$ cat config.mk
export PLATFORM = sky130hd
export DESIGN_NAME = imm_gen_pipe
export DESIGN_NICKNAME = d
export VERILOG_FILES = /design/src/rtl/imm_gen_pipe.sv
export SDC_FILE = /design/constraint.sdc
export NUM_CORES = 1
export LEC_CHECK = 0
export CORE_MARGIN = 4
export CORE_UTILIZATION = 52
export DETAILED_ROUTE_END_ITERATION = 10
export PLACE_DENSITY_LB_ADDON = 0.15
export SLEW_MARGIN = 5
export SYNTH_ARGS = -nofsm -noshare
export SYNTH_HDL_FRONTEND = slang
export SYNTH_SLANG_ARGS = --single-unit
$ cat constraint.sdc
create_clock -name clk -period 4.4 [get_ports clk]
set_clock_uncertainty 0.05 [all_clocks]
set_input_delay 1.1 -clock clk [delete_from_list [all_inputs] [get_ports clk]]
set_output_delay 1.1 -clock clk [all_outputs]
set_load 0.005 [all_outputs]
$ cat src/rtl/imm_gen_pipe.sv
// imm_gen_pipe: pipelined RV immediate generator for the decode stage.
//
// Decodes a 32-bit instruction into a sign-extended immediate, a format code
// and an illegal-opcode flag. The decode result is written into a 2-entry
// circular FIFO (skid buffer). This lets fetch keep streaming while the rest
// of decode is stalled.
//
// Parameters
//   XLEN   immediate width (32 or 64)
//   CNT_W  illegal counter width (only used with IMM_GEN_ILLEGAL_CNT_EN)
//
// Ports
//   clk, arst_n            clock, async active-low reset
//   in_valid/in_ready      input handshake; in_ready = (count != 2), registered only
//   in_instr               raw instruction
//   out_valid/out_ready    output handshake; out_valid = (count != 0)
//   out_imm                sign-extended immediate of the head entry
//   out_fmt                0=R 1=I 2=S 3=B 4=U 5=J 7=illegal
//   out_illegal            head opcode unsupported
//   illegal_cnt            saturating count of accepted illegal instructions
//
// Optional feature: define IMM_GEN_ILLEGAL_CNT_EN to add the illegal_cnt port
// and its counter.
module imm_gen_pipe #(
  parameter int XLEN  = 64,
  parameter int CNT_W = 16
) (
  input  logic            clk,
  input  logic            arst_n,
  input  logic            in_valid,
  output logic            in_ready,
  input  logic [31:0]     in_instr,
  output logic            out_valid,
  input  logic            out_ready,
  output logic [XLEN-1:0] out_imm,
  output logic [2:0]      out_fmt,
  output logic            out_illegal
`ifdef IMM_GEN_ILLEGAL_CNT_EN
  ,
  output logic [CNT_W-1:0] illegal_cnt
`endif
);

  localparam logic [2:0] FMT_R = 3'd0, FMT_I = 3'd1, FMT_S = 3'd2,
                         FMT_B = 3'd3, FMT_U = 3'd4, FMT_J = 3'd5,
                         FMT_X = 3'd7;

  // ---------------- combinational decode ----------------
  logic [31:0]     imm32;
  logic [2:0]      dec_fmt;
  logic            dec_ill;
  logic [XLEN-1:0] dec_imm;
  logic            s;

  assign s = in_instr[31];

  always_comb begin
    imm32   = '0;
    dec_fmt = FMT_X;
    dec_ill = 1'b0;
    unique case (in_instr[6:0])
      7'b0110011, 7'b0111011: dec_fmt = FMT_R;
      7'b0010011, 7'b0011011, 7'b0000011, 7'b1100111: begin
        dec_fmt = FMT_I;
        imm32   = {{20{s}}, in_instr[31:20]};
      end
      7'b0100011: begin
        dec_fmt = FMT_S;
        imm32   = {{20{s}}, in_instr[31:25], in_instr[11:7]};
      end
      7'b1100011: begin
        dec_fmt = FMT_B;
        imm32   = {{19{s}}, s, in_instr[7], in_instr[30:25], in_instr[11:8], 1'b0};
      end
      7'b0110111, 7'b0010111: begin
        dec_fmt = FMT_U;
        imm32   = {in_instr[31:12], 12'b0};
      end
      7'b1101111: begin
        dec_fmt = FMT_J;
        imm32   = {{11{s}}, s, in_instr[19:12], in_instr[20], in_instr[30:21], 1'b0};
      end
      default: begin
        dec_fmt = FMT_X;
        dec_ill = 1'b1;
      end
    endcase
  end

  // imm32 already carries instr[31] in its MSB for every format, so a signed
  // cast extends correctly for both XLEN values (U-type included).
  assign dec_imm = XLEN'($signed(imm32));

  // ---------------- 2-entry circular FIFO ----------------
  logic [XLEN-1:0] imm_q [2];
  logic [2:0]      fmt_q [2];
  logic            ill_q [2];
  logic            wr_ptr_q, wr_ptr_d;
  logic            rd_ptr_q, rd_ptr_d;
  logic [1:0]      count_q, count_d;
  logic            push, pop;

  // Ready depends only on registered count: no path from out_ready, so a pop
  // at count=2 frees the slot only from the following cycle.
  assign in_ready  = (count_q != 2'd2);
  assign out_valid = (count_q != 2'd0);
  assign push      = in_valid & in_ready;
  assign pop       = out_valid & out_ready;

  always_comb begin
    wr_ptr_d = wr_ptr_q;
    rd_ptr_d = rd_ptr_q;
    count_d  = count_q;
    if (push) wr_ptr_d = ~wr_ptr_q;
    if (pop)  rd_ptr_d = ~rd_ptr_q;
    if (push && !pop)      count_d = count_q + 2'd1;
    else if (pop && !push) count_d = count_q - 2'd1;
  end

  always_ff @(posedge clk or negedge arst_n) begin
    if (!arst_n) begin
      wr_ptr_q <= 1'b0;
      rd_ptr_q <= 1'b0;
      count_q  <= 2'd0;
      for (int i = 0; i < 2; i++) begin
        imm_q[i] <= '0;
        fmt_q[i] <= '0;
        ill_q[i] <= 1'b0;
      end
    end else begin
      wr_ptr_q <= wr_ptr_d;
      rd_ptr_q <= rd_ptr_d;
      count_q  <= count_d;
      if (push) begin
        imm_q[wr_ptr_q] <= dec_imm;
        fmt_q[wr_ptr_q] <= dec_fmt;
        ill_q[wr_ptr_q] <= dec_ill;
      end
    end
  end

  assign out_imm     = imm_q[rd_ptr_q];
  assign out_fmt     = fmt_q[rd_ptr_q];
  assign out_illegal = ill_q[rd_ptr_q];

  // ---------------- optional illegal counter ----------------
`ifdef IMM_GEN_ILLEGAL_CNT_EN
  logic [CNT_W-1:0] illegal_cnt_q, illegal_cnt_d;

  // Counted at accept time, saturating at all-ones.
  always_comb begin
    illegal_cnt_d = illegal_cnt_q;
    if (push && dec_ill && (illegal_cnt_q != '1))
      illegal_cnt_d = illegal_cnt_q + CNT_W'(1);
  end

  always_ff @(posedge clk or negedge arst_n) begin
    if (!arst_n) illegal_cnt_q <= '0;
    else         illegal_cnt_q <= illegal_cnt_d;
  end

  assign illegal_cnt = illegal_cnt_q;
`else
  // CNT_W has no role without the counter; this empty block only keeps the
  // parameter referenced.
  if (CNT_W < 1) begin : g_cnt_w_unused
  end
`endif

endmodule
==> results of run 1 <==
metrics by stage:
step,power [mW],hold WS (ps),cell area [µm²]
2_1_floorplan,1.68,393,3920
3_3_place_gp,2.18,409,4820
3_5_place_dp,2.20,416,4820
4_1_cts,2.79,432,5030
5_1_grt,2.94,468,5030
6_report,2.77,432,5030
logic make-up (layout without fill, tap and decap cells):
group / after synthesis / after routing
xor+xnor: 5 / 5
flops: 76 / 76
compound gates: 73 / 73
mux: 36 / 36
simple gates: 145 / 145
fa+ha+maj: 1 / 1
buf+inv: 59 / 136
cells in the mapped netlist (all sizes together), types with 4 or more instances:
master / n / area [µm²]
nor2: 44 / 168
o21ai: 4 / 20.0
dfrtp: 76 / 1900
a31oi: 5 / 31.3
buf: 50 / 333
inv: 4 / 15.0
clkbuf: 5 / 18.8
nand2: 42 / 158
a22o: 14 / 123
a221o: 8 / 80.1
nand3: 38 / 190
mux2: 35 / 394
a21oi: 33 / 176
area by class of cell:
class	count	area, µm²	share of cell area
Multi-Input combinational cell	260	1650	0.328
Tap cell	99	124	0.0246
Clock buffer	10	128	0.0254
Inverter	4	15.0	0.00298
Sequential cell	76	1900	0.378
Clock inverter	6	86.3	0.0172
Timing Repair Buffer	116	1130	0.224
layout by cell type, fill, tap and decap left out, drive strengths merged, types with 2 or more instances in the layout:
master / n
a31oi: 5
a21o: 2
dfrtp: 76
nand3b: 2
and3b: 2
a21oi: 33
xnor2: 2
a22o: 14
inv: 5
o21ai: 4
buf: 12
o2111ai: 2
a211oi: 2
nand4: 2
a221o: 8
nand3: 38
xor2: 3
mux2: 35
nor2: 44
clkinv: 2
clkdlybuf4s50: 104
clkbuf: 10
bufinv: 2
and3: 2
nand2b: 3
and2: 3
nand2: 42
worst max-delay path, stage by stage (launching register included):
cell and delay (ps):
dfrtp_1 800, buf_4 450, mux2_2 390, clkdlybuf4s50_1 440
per-layer routing:
layer  routed length [µm]  vias up  global-route usage  share of wire
li1                     -     1496                   -              -
met1                 4360     1594               0.313           0.43
met2                 4910      125               0.379           0.49
met3                  667       16              0.0534          0.066
met4                  181        0              0.0757          0.018
met5                    0        -                   0              0
where the power goes:
group          internal [mW]  total (mW)  switching, mW
combinational          0.648        1.16          0.512
clock                  0.320       0.577          0.258
sequential             0.898        1.04          0.138
total                   1.87        2.77          0.908
flip-flops by register name (all words and copies together), names as in the netlist:
name	cells
fmt_q	6
rd_ptr_q	1
count_q	2
ill_q	2
imm_q	64
wr_ptr_q	1
worst paths after layout:
path | to | cells past startpoint
min reg2reg | imm_q[83]$_DFFE_PN0P_ | 2
max reg2reg | imm_q[65]$_DFFE_PN0P_ | 5
max in group asynchronous | imm_q[90]$_DFFE_PN0P_ | 2
min | imm_q[83]$_DFFE_PN0P_ | 2
min in group asynchronous | imm_q[80]$_DFFE_PN0P_ | 1
max | out_fmt[0] | 3
==> impl_metrics.tcl, run 1 <==
set metrics [dict create \
    final_util 0.690 \
    die_area_um2 8980 \
    synth_flop_cell "dfrtp_1" \
    grtUsageTotal 0.234 \
    synth-seq-area-share 0.486 \
    clk_path_buf_depth 2 \
    worstMarginPinSlew_ps 816 \
    hp-class "reg -> reg" \
    worstPathArrival_ps 2430 \
    status "finished, final reports clean" \
    h-tree-depth 3 \
    drive_gt1_frac 0.146 \
    synth_top_family_by_area "simple AND/OR/NAND/NOR gates" \
    p_per_area_nw_per_um2 551 \
    synth-adder-area-share 0.00319 \
    start_kind "flip-flop" \
    start_util 0.537 \
    totalWireLength_um 10100 \
    ys_seq_elements 76 \
    period_needed_ps 3580 \
    cts_resized 0 \
    die_y_um 94.8 \
    syn-num-nets 432 \
    post-place-ws_ps 1140 \
    design.core.area_um2 7290 \
    antennaDiodeCount 0 \
    clk_pin_slew_ps 80 \
    via_per_inst 5.66 \
    dp.cells 555 \
    cp-startpoint "rd_ptr_q$_DFFE_PN0P_" \
    cts_sinks 76 \
    fmax_mhz 279 \
    r2r-start "count_q[0]$_DFFE_PN0P_" \
    ys_warn_count 0 \
    ant_nets 0 \
    holdCritStartpoint "imm_q[83]$_DFFE_PN0P_" \
    drc 0 \
    async_reset_ff_frac 1.00 \
    ir_drop_mv 0.406 \
    portBuffers 105 \
    finalNetCount 504 \
    rsz0062_at_grt "false" \
    layout_setup_ws_ps 820 \
    drt-wirelength-per-cell_um 17.7 \
    std_cell_rows 31 \
    end_kind "output pin" \
    crit_fanout 23 \
    gp_congestion 0.842 \
    drv_slew 0 \
    detailed_place_hpwl_um 6940 \
    hold_viol_final 0 \
    grt_max_degree 37 \
    cts-buffers-inserted 9 \
    clockRootBuffer "clkbuf_8" \
    netlist_area_um2 3920 \
    synthMuxAreaShare 0.103 \
    antenna_found_initial 0 \
    area_growth_pct 28.5 \
    die_w_um 94.8 \
    first_iter_violations 189 \
    setup-tns-final_ps 0 \
    synth_compound_area_frac 0.131 \
    synth.distinct_cells 41 \
    grt-ovfl-total 0 \
    final-setup-viol-count 0 \
    maxCapViolCount 0 \
    first_global_vias 3238 \
    post_cts_buffers 0 \
    synth-xor-area-share 0.0112 \
    ios 106 \
    rrSetupSlack_ps 2080 \
    netlist_instances 395 \
    avgSynthCellArea_um2 9.91 \
    finalNonFillerCells 571 \
    synthSimpleGateAreaFrac 0.172 \
    synth_edf_count 0 \
    firstDrtPassIters 4 \
    grt_pass1_wl_um 16200 \
    tritoncts "done" \
    via_count 3231 \
    worstPathRequired_ps 3250 \
    ctsHoldBuffers 0 \
    setup.worst_path.class "reg -> out" \
    slew_headroom 0.456 \
    fillers 589 \
    clk-insertion-delay-late_ps 340 \
    period_share 0.814 \
    power.leakage_nw 2.14 \
]
(Power assumes the default switching activity.)
==> run 2: changes to the inputs <==
CORE_UTILIZATION = 44   (was 52)
clock period = 3.15 ns   (was 4.4 ns; I/O delays follow)
==> impl_metrics.tcl, run 2 (synthesis results as in run 1) <==
set metrics [dict create \
    top_register "imm_q" \
    crit_fanout 26 \
    grt_pass1_wl_um 16200 \
    ir_drop_mv 0.421 \
    first_iter_violations 134 \
    totalWireLength_um 9890 \
    clockRootBuffer "clkbuf_8" \
    clk-insertion-delay-late_ps 340 \
    setup-tns-final_ps 0 \
    cts-buffers-inserted 9 \
    power.leakage_nw 2.18 \
    hold_slack_ps 435 \
    period_share 0.893 \
    status "finished, final reports clean" \
    finalNetCount 510 \
    worstPathArrival_ps 1970 \
    cts_sinks 76 \
    final_common_cell "clkdlybuf4s50_1" \
    p_total_mw 3.91 \
    cts_resized 0 \
    gp_congestion 0.796 \
    register_area_um2 1900 \
    hold_viol_final 0 \
    maxCapViolCount 0 \
    worstPathRequired_ps 2310 \
    area_growth_pct 30.3 \
    firstDrtPassIters 5 \
    antennaDiodeCount 0 \
    layout_setup_ws_ps 338 \
    hp-class "reg -> reg" \
    finalNonFillerCells 586 \
    grt-ovfl-total 0 \
    reg_top3 "imm_q: 64 flops, fmt_q: 6 flops" \
    period_needed_ps 2810 \
    post_cts_buffers 0 \
    multiInputGateArea_um2 1650 \
    grtUsageTotal 0.198 \
    die_y_um 102 \
    drt-wirelength-per-cell_um 16.9 \
    rrSetupSlack_ps 1220 \
    die_area_um2 10500 \
    final_util 0.588 \
    post-place-ws_ps 444 \
    grt_max_degree 77 \
    slew_headroom 0.368 \
    placed_area_um2 4880 \
    design.core.area_um2 8680 \
    drc 0 \
    clk_path_buf_depth 2 \
    clk_pin_slew_ps 70 \
    h-tree-depth 3 \
    detailed_place_hpwl_um 6990 \
    dp.cells 570 \
    p_per_area_nw_per_um2 767 \
    die_w_um 102 \
    fillers 766 \
    start_util 0.451 \
    final-setup-viol-count 0 \
    fmax_mhz 356 \
    ctsHoldBuffers 0 \
    via_per_inst 5.41 \
    ant_nets 0 \
    tritoncts "done" \
    antenna_found_initial 0 \
    std_cell_rows 34 \
    ios 106 \
    start_kind "flip-flop" \
    mostFrequentLayoutCells "clkdlybuf4s50_1, dfrtp_1, nor2_1" \
    worstMarginPinSlew_ps 948 \
    rsz0062_at_grt "false" \
    drive_gt1_frac 0.157 \
    first_global_vias 3107 \
    setup.worst_path.class "reg -> out" \
    largest_reg_flops 64 \
    portBuffers 105 \
    via_count 3171 \
    stdcell_area_um2 5100 \
    drv_slew 0 \
    end_kind "output pin" \
]
run 2: layer usage:
| layer | global-route usage | share of wire |
|---|---|---|
| met3 | 0.0348 | 0.060 |
| met1 | 0.276 | 0.44 |
| met5 | 0 | 0 |
| met4 | 0.0626 | 0.017 |
| met2 | 0.316 | 0.49 |
run 2: cell type report:
| class | instances | share of cell area |
|---|---|---|
| clock buffers | 11 | 0.0277 |
| clock inverters | 5 | 0.0164 |
| inverters | 4 | 0.00294 |
| multi-input cells | 260 | 0.323 |
| flip-flops and latches | 76 | 0.373 |
| well taps | 108 | 0.0265 |
| repair buffers | 122 | 0.231 |
run 2: worst max-delay path: stages (launching register included):
cell and delay (ps):
dfrtp_1 400, buf_4 380, mux2_2 380, clkdlybuf4s50_1 470
run 2: where the power goes:
| group | total [mW] | leakage [nW] | switching [mW] | internal (mW) |
|---|---|---|---|---|
| Sequential | 1.41 | 0.962 | 0.153 | 1.26 |
| Clock | 0.827 | 0.106 | 0.356 | 0.471 |
| Combinational | 1.68 | 1.11 | 0.749 | 0.930 |
| Total | 3.91 | 2.18 | 1.26 | 2.66 |
run 2: worst paths after layout:
check / end / from / cells after the start
max: out_imm[2] / rd_ptr_q$_DFFE_PN0P_ / 3
min: imm_q[17]$_DFFE_PN0P_ / imm_q[17]$_DFFE_PN0P_ / 2
max reg2reg: fmt_q[4]$_DFFE_PN0P_ / count_q[0]$_DFFE_PN0P_ / 4
min reg2reg: imm_q[17]$_DFFE_PN0P_ / imm_q[17]$_DFFE_PN0P_ / 2
max in group asynchronous: ill_q[0]$_DFFE_PN0P_ / arst_n / 1
min in group asynchronous: imm_q[89]$_DFFE_PN0P_ / arst_n / 1
